==> src/rtl/uart_rx.sv <==
// uart_rx: 8N1 serial receiver with a 2-flop input synchronizer and one-hot FSM.
// Ports: clk, rst_n (async, active-low), rx (serial in), data, rx_done, frame_err, busy.
module uart_rx #(
   parameter int CLK_FREQ  = 50_000_000,
   parameter int BAUD_RATE = 115_200
) (
   input  logic       clk,
   input  logic       rst_n,
   input  logic       rx,
   output logic [7:0] data,
   output logic       rx_done,
   output logic       frame_err,
   output logic       busy
);

   localparam int N  = CLK_FREQ / BAUD_RATE;
   localparam int H  = N / 2;
   localparam int CW = $clog2(N);

   localparam logic [CW-1:0] N_M1 = CW'(N - 1);
   localparam logic [CW-1:0] H_M1 = CW'(H - 1);

   typedef enum logic [3:0] {
      IDLE  = 4'b0001,
      START = 4'b0010,
      RX    = 4'b0100,
      STOP  = 4'b1000
   } state_t;

   state_t        state;
   logic [CW-1:0] cnt;
   logic [2:0]    idx;
   logic [7:0]    shreg;
   logic          rx_m;
   logic          rx_s;
   logic          brk;

   always_ff @(posedge clk or negedge rst_n) begin
      if (!rst_n) begin
         rx_m <= 1'b1;
         rx_s <= 1'b1;
      end else begin
         rx_m <= rx;
         rx_s <= rx_m;
      end
   end

   assign busy = ~state[0];

   always_ff @(posedge clk or negedge rst_n) begin
      if (!rst_n) begin
         state     <= IDLE;
         cnt       <= '0;
         idx       <= '0;
         shreg     <= '0;
         data      <= '0;
         rx_done   <= 1'b0;
         frame_err <= 1'b0;
         brk       <= 1'b0;
      end else begin
         rx_done   <= 1'b0;
         frame_err <= 1'b0;
         unique case (1'b1)
            state[0]: begin
               if (!rx_s) begin
                  state <= START;
                  cnt   <= '0;
               end
            end
            state[1]: begin
               if (cnt == H_M1) begin
                  cnt <= '0;
                  if (!rx_s) begin
                     state <= RX;
                     idx   <= '0;
                  end else begin
                     state <= IDLE;
                  end
               end else begin
                  cnt <= cnt + 1'b1;
               end
            end
            state[2]: begin
               if (cnt == N_M1) begin
                  shreg[idx] <= rx_s;
                  cnt        <= '0;
                  idx        <= idx + 1'b1;
                  if (idx == 3'd7)
                     state <= STOP;
               end else begin
                  cnt <= cnt + 1'b1;
               end
            end
            state[3]: begin
               // Bad stop bit: park here, counter frozen,
               // until the line returns high.
               if (brk) begin
                  if (rx_s) begin
                     brk   <= 1'b0;
                     state <= IDLE;
                     cnt   <= '0;
                  end
               end else if (cnt == N_M1) begin
                  if (rx_s) begin
                     data    <= shreg;
                     rx_done <= 1'b1;
                     state   <= IDLE;
                     cnt     <= '0;
                  end else begin
                     frame_err <= 1'b1;
                     brk       <= 1'b1;
                  end
               end else begin
                  cnt <= cnt + 1'b1;
               end
            end
            default: begin
               state <= IDLE;
               cnt   <= '0;
               brk   <= 1'b0;
            end
         endcase
      end
   end

endmodule

==> config.mk <==
export PLATFORM = sky130hd
export DESIGN_NAME = uart_rx
export DESIGN_NICKNAME = d
export VERILOG_FILES = /design/src/rtl/uart_rx.sv
export SDC_FILE = /design/constraint.sdc
export NUM_CORES = 1
export LEC_CHECK = 0
export BUFFER_PORTS_ARGS = -buffer_cell sky130_fd_sc_hd__buf_2
export CORE_AREA = 2 2 65 67
export DETAILED_ROUTE_END_ITERATION = 12
export DIE_AREA = 0 0 67 69
export PLACE_DENSITY_LB_ADDON = 0.08
export SLEW_MARGIN = 30
export SYNTH_ARGS = -nofsm -noshare
export SYNTH_HDL_FRONTEND = slang
export SYNTH_SLANG_ARGS = --single-unit
==> constraint.sdc <==
create_clock -name clk -period 3.2 [get_ports clk]
set_input_delay 0.64 -clock clk [delete_from_list [all_inputs] [get_ports clk]]
set_output_delay 0.64 -clock clk [all_outputs]
set_load 0.01 [all_outputs]
==> impl_results.md <==
- Status: finished clean
- FMAX: 442 MHz
- Sw Ratio: 28.2%
- Sequential cell area fraction in the yosys report: 49.8%
- Crit path max fanout: 13
- Core Box Area: 3910 um^2
- Number of global-route vias before repair: 1,353
- Drt pass-1 iters: 5
- Port Buffer Count: 13
- WHS: 0.358 ns
- Number of CTS-inserted buffers: 5
- Largest net degree at the start of global routing: 38
- H-tree lvl count: 2
- Slew Limit Fails: 0
- Initial antenna violation count: 0
- Post-DR wirelength/cell: 16.4 um
- Post-CTS resize count: 0
- Worst Hold Depth: 0
- Root Driver: clkbuf_8
- Die H: 69 um
- Final setup margin: 0.937 ns
- Via-per-instance ratio: 5.96
- CTS tree: done
- Post-synth EDFFs: 0
- Post-CTS setup buffers: 0
- Fin Setup TNS: 0 ns
- Setup WS pre-CTS: 0.974 ns
- Synthesized area: 1870 um^2
- FF+latch count, synth: 37
- Starting DRC count in detailed routing: 129
- CP endpoint kind: flop
- Static leakage power: 0.955 nW
- Combinational power share: 15.4%
- Nets: 192
- FILL cells: 365
- Hpwl dp: 2680 um
- Clk_skew: 0.0105 ns
- Mapped Nets: 179
- Clk sinks: 37
- Worst VDD drop: 0.259 mV
- Arr. time, crit path: 2.43 ns
- Tmin final: 2.26 ns
- Synthesized area per cell: 10.9 um^2
- Main synth FF type: dfrtp_1
- R2R depth: 4
- Total wire length: 3850 um
- Async S/R FF share, synth: 100%
- Clock-pin slew on the worst setup and hold paths: 0.07 ns
- Worst-skew pair later-pin latency: 0.29 ns
- Remaining DRCs: 0
- WS Path Type: reg -> reg
- Starting density of the core: 47.7%
- Die Wd: 67 um
- Final hold vios: 0
- Synthesis-to-layout area growth: 11.5%
- # hold bufs at CTS: 0
- Worst hold path class: reg -> reg
- CP Launch Type: flop
- Share of power burned in registers: 50.2%
- Share of layout cells above drive strength 1: 23.2%
- Worst-Margin Slew: 0.817 ns
- Sw Pwr: 321 uW
- Worst EP required: 3.37 ns
- Relative slew slack: 45.5%
- Post-Synthesis Cells: 171
- PD cells: 547 nW/um^2
- Die area: 4620 um^2
- First-pass GRT wire length: 6750 um
- Internal Power: 816 uW
- DRT antenna net count: 0
- PnR Total Power: 1.14 mW
- Tot GR Track Use: 19.1%
- Ratio of final minimum period to clock period: 70.7%
- Clock share of power: 34.3%
- Unique masters post-synth: 42
- Routability cong.: 0.888
- GRT overflow: 0
- RSZ-0062 raised after global routing: no
- YS warnings: 0
- Rows: 23
- Max-cap violations: 0
- Number of diodes: 0
- Vias: 1,400
- Final setup vio count: 0
- Clock Tree Buf Depth: 2
- IO Count: 14
[power groups by stage]
| stage | combinational (mW) | clock (mW) | sequential [mW] |
|---|---|---|---|
| floorplan | 0.148 | 0 | 0.554 |
| global placement | 0.165 | 0 | 0.578 |
| detailed placement | 0.174 | 0 | 0.578 |
| CTS | 0.177 | 0.404 | 0.570 |
| global route | 0.203 | 0.425 | 0.581 |
| finish | 0.176 | 0.390 | 0.572 |
[final timing paths]
kind                        start        to  slack, ns
setup / recovery           cnt[3]  shreg[6]       0.94
hold / removal               rx_m      rx_s       0.36
setup reg to reg           cnt[3]  shreg[6]       0.94
hold reg to reg              rx_m      rx_s       0.36
max in group asynchronous   rst_n    cnt[4]       2.24
min in group asynchronous   rst_n  state[3]       0.44
[layout by cell type (no fill, tap or decap), types with 2 or more instances in the layout]
cell type	synthesis	final
ha_1	5	5
nand4bb_1	2	2
clkbuf_8	0	5
o221ai_1	3	3
nand3_1	10	10
mux2_2	16	16
dfstp_2	3	3
o211ai_1	13	13
inv_1	12	12
nor3_1	4	4
o22ai_1	2	2
o2111ai_1	2	2
o21ai_0	7	7
nor2_1	11	11
nand4_1	5	5
nand2_1	9	9
dfrtp_1	34	34
nor2b_1	3	3
buf_2	4	13
[cells in the mapped netlist (2+ instances only)]
cell type,instances,area share (%)
dfrtp_1,34,46
mux2_2,16,9.7
o211ai_1,13,5.2
inv_1,12,2.4
nor2_1,11,2.2
nand3_1,10,2.7
nand2_1,9,1.8
o21ai_0,7,1.9
ha_1,5,3.4
nand4_1,5,1.7
buf_2,4,1.1
nor3_1,4,1.1
clkbuf_1,3,0.60
dfstp_2,3,4.2
nor2b_1,3,1.0
o221ai_1,3,1.4
nand4bb_1,2,1.2
o2111ai_1,2,0.94
o22ai_1,2,0.67
[logic make-up (layout without fill, tap and decap cells)]
family	Yosys count	in the layout	synth area share [%]
simple gates	52	52	16.3
xor+xnor	1	1	0.469
flops	37	37	49.8
mux	17	17	10.2
compound gates	40	40	15.8
fa+ha+maj	5	5	3.35
buf+inv	19	33	4.09
[routing by layer]
| layer | up-vias | GRT usage (%) | share of wire, % |
|---|---|---|---|
| li1 | 673 | - | - |
| met1 | 695 | 29.0 | 49 |
| met2 | 26 | 26.2 | 46 |
| met3 | 6 | 3.75 | 3.8 |
| met4 | 0 | 8.16 | 1.5 |
| met5 | - | 0 | 0 |
[sequential cells by signal, indices dropped and copies added, names as in the netlist]
| name | flops |
|---|---|
| idx | 3 |
| rx_m | 1 |
| brk | 1 |
| rx_s | 1 |
| state | 4 |
| rx_done | 1 |
| frame_err | 1 |
| data | 8 |
| shreg | 8 |
| cnt | 9 |
[critical path, cell delays in order (launching register included)]
cell and delay, ns:
dfrtp_1 0.45, nand4bb_1 0.47, nor2_1 0.74, nand4_1 0.19
mux2_2 0.31
[area by class of cell]
cell class,count,area [um^2],area share [%]
multi-input combinational,115,871,41.9
clock inverter,2,35.0,1.68
inverter,12,45.0,2.16
clock buffer,6,72.6,3.49
timing repair buffer,13,65.1,3.13
sequential,37,930,44.7
tap,50,62.6,3.01
[per-stage QoR]
stage	cell area, um^2	util [%]	std cells
floorplan	1870	-	171
global placement	1960	50.2	227
detailed placement	1960	50.2	227
CTS	2070	52.9	235
global route	2080	53.2	235
finish	2080	53.2	235
Note: power is estimated with default switching activity, not from simulation.
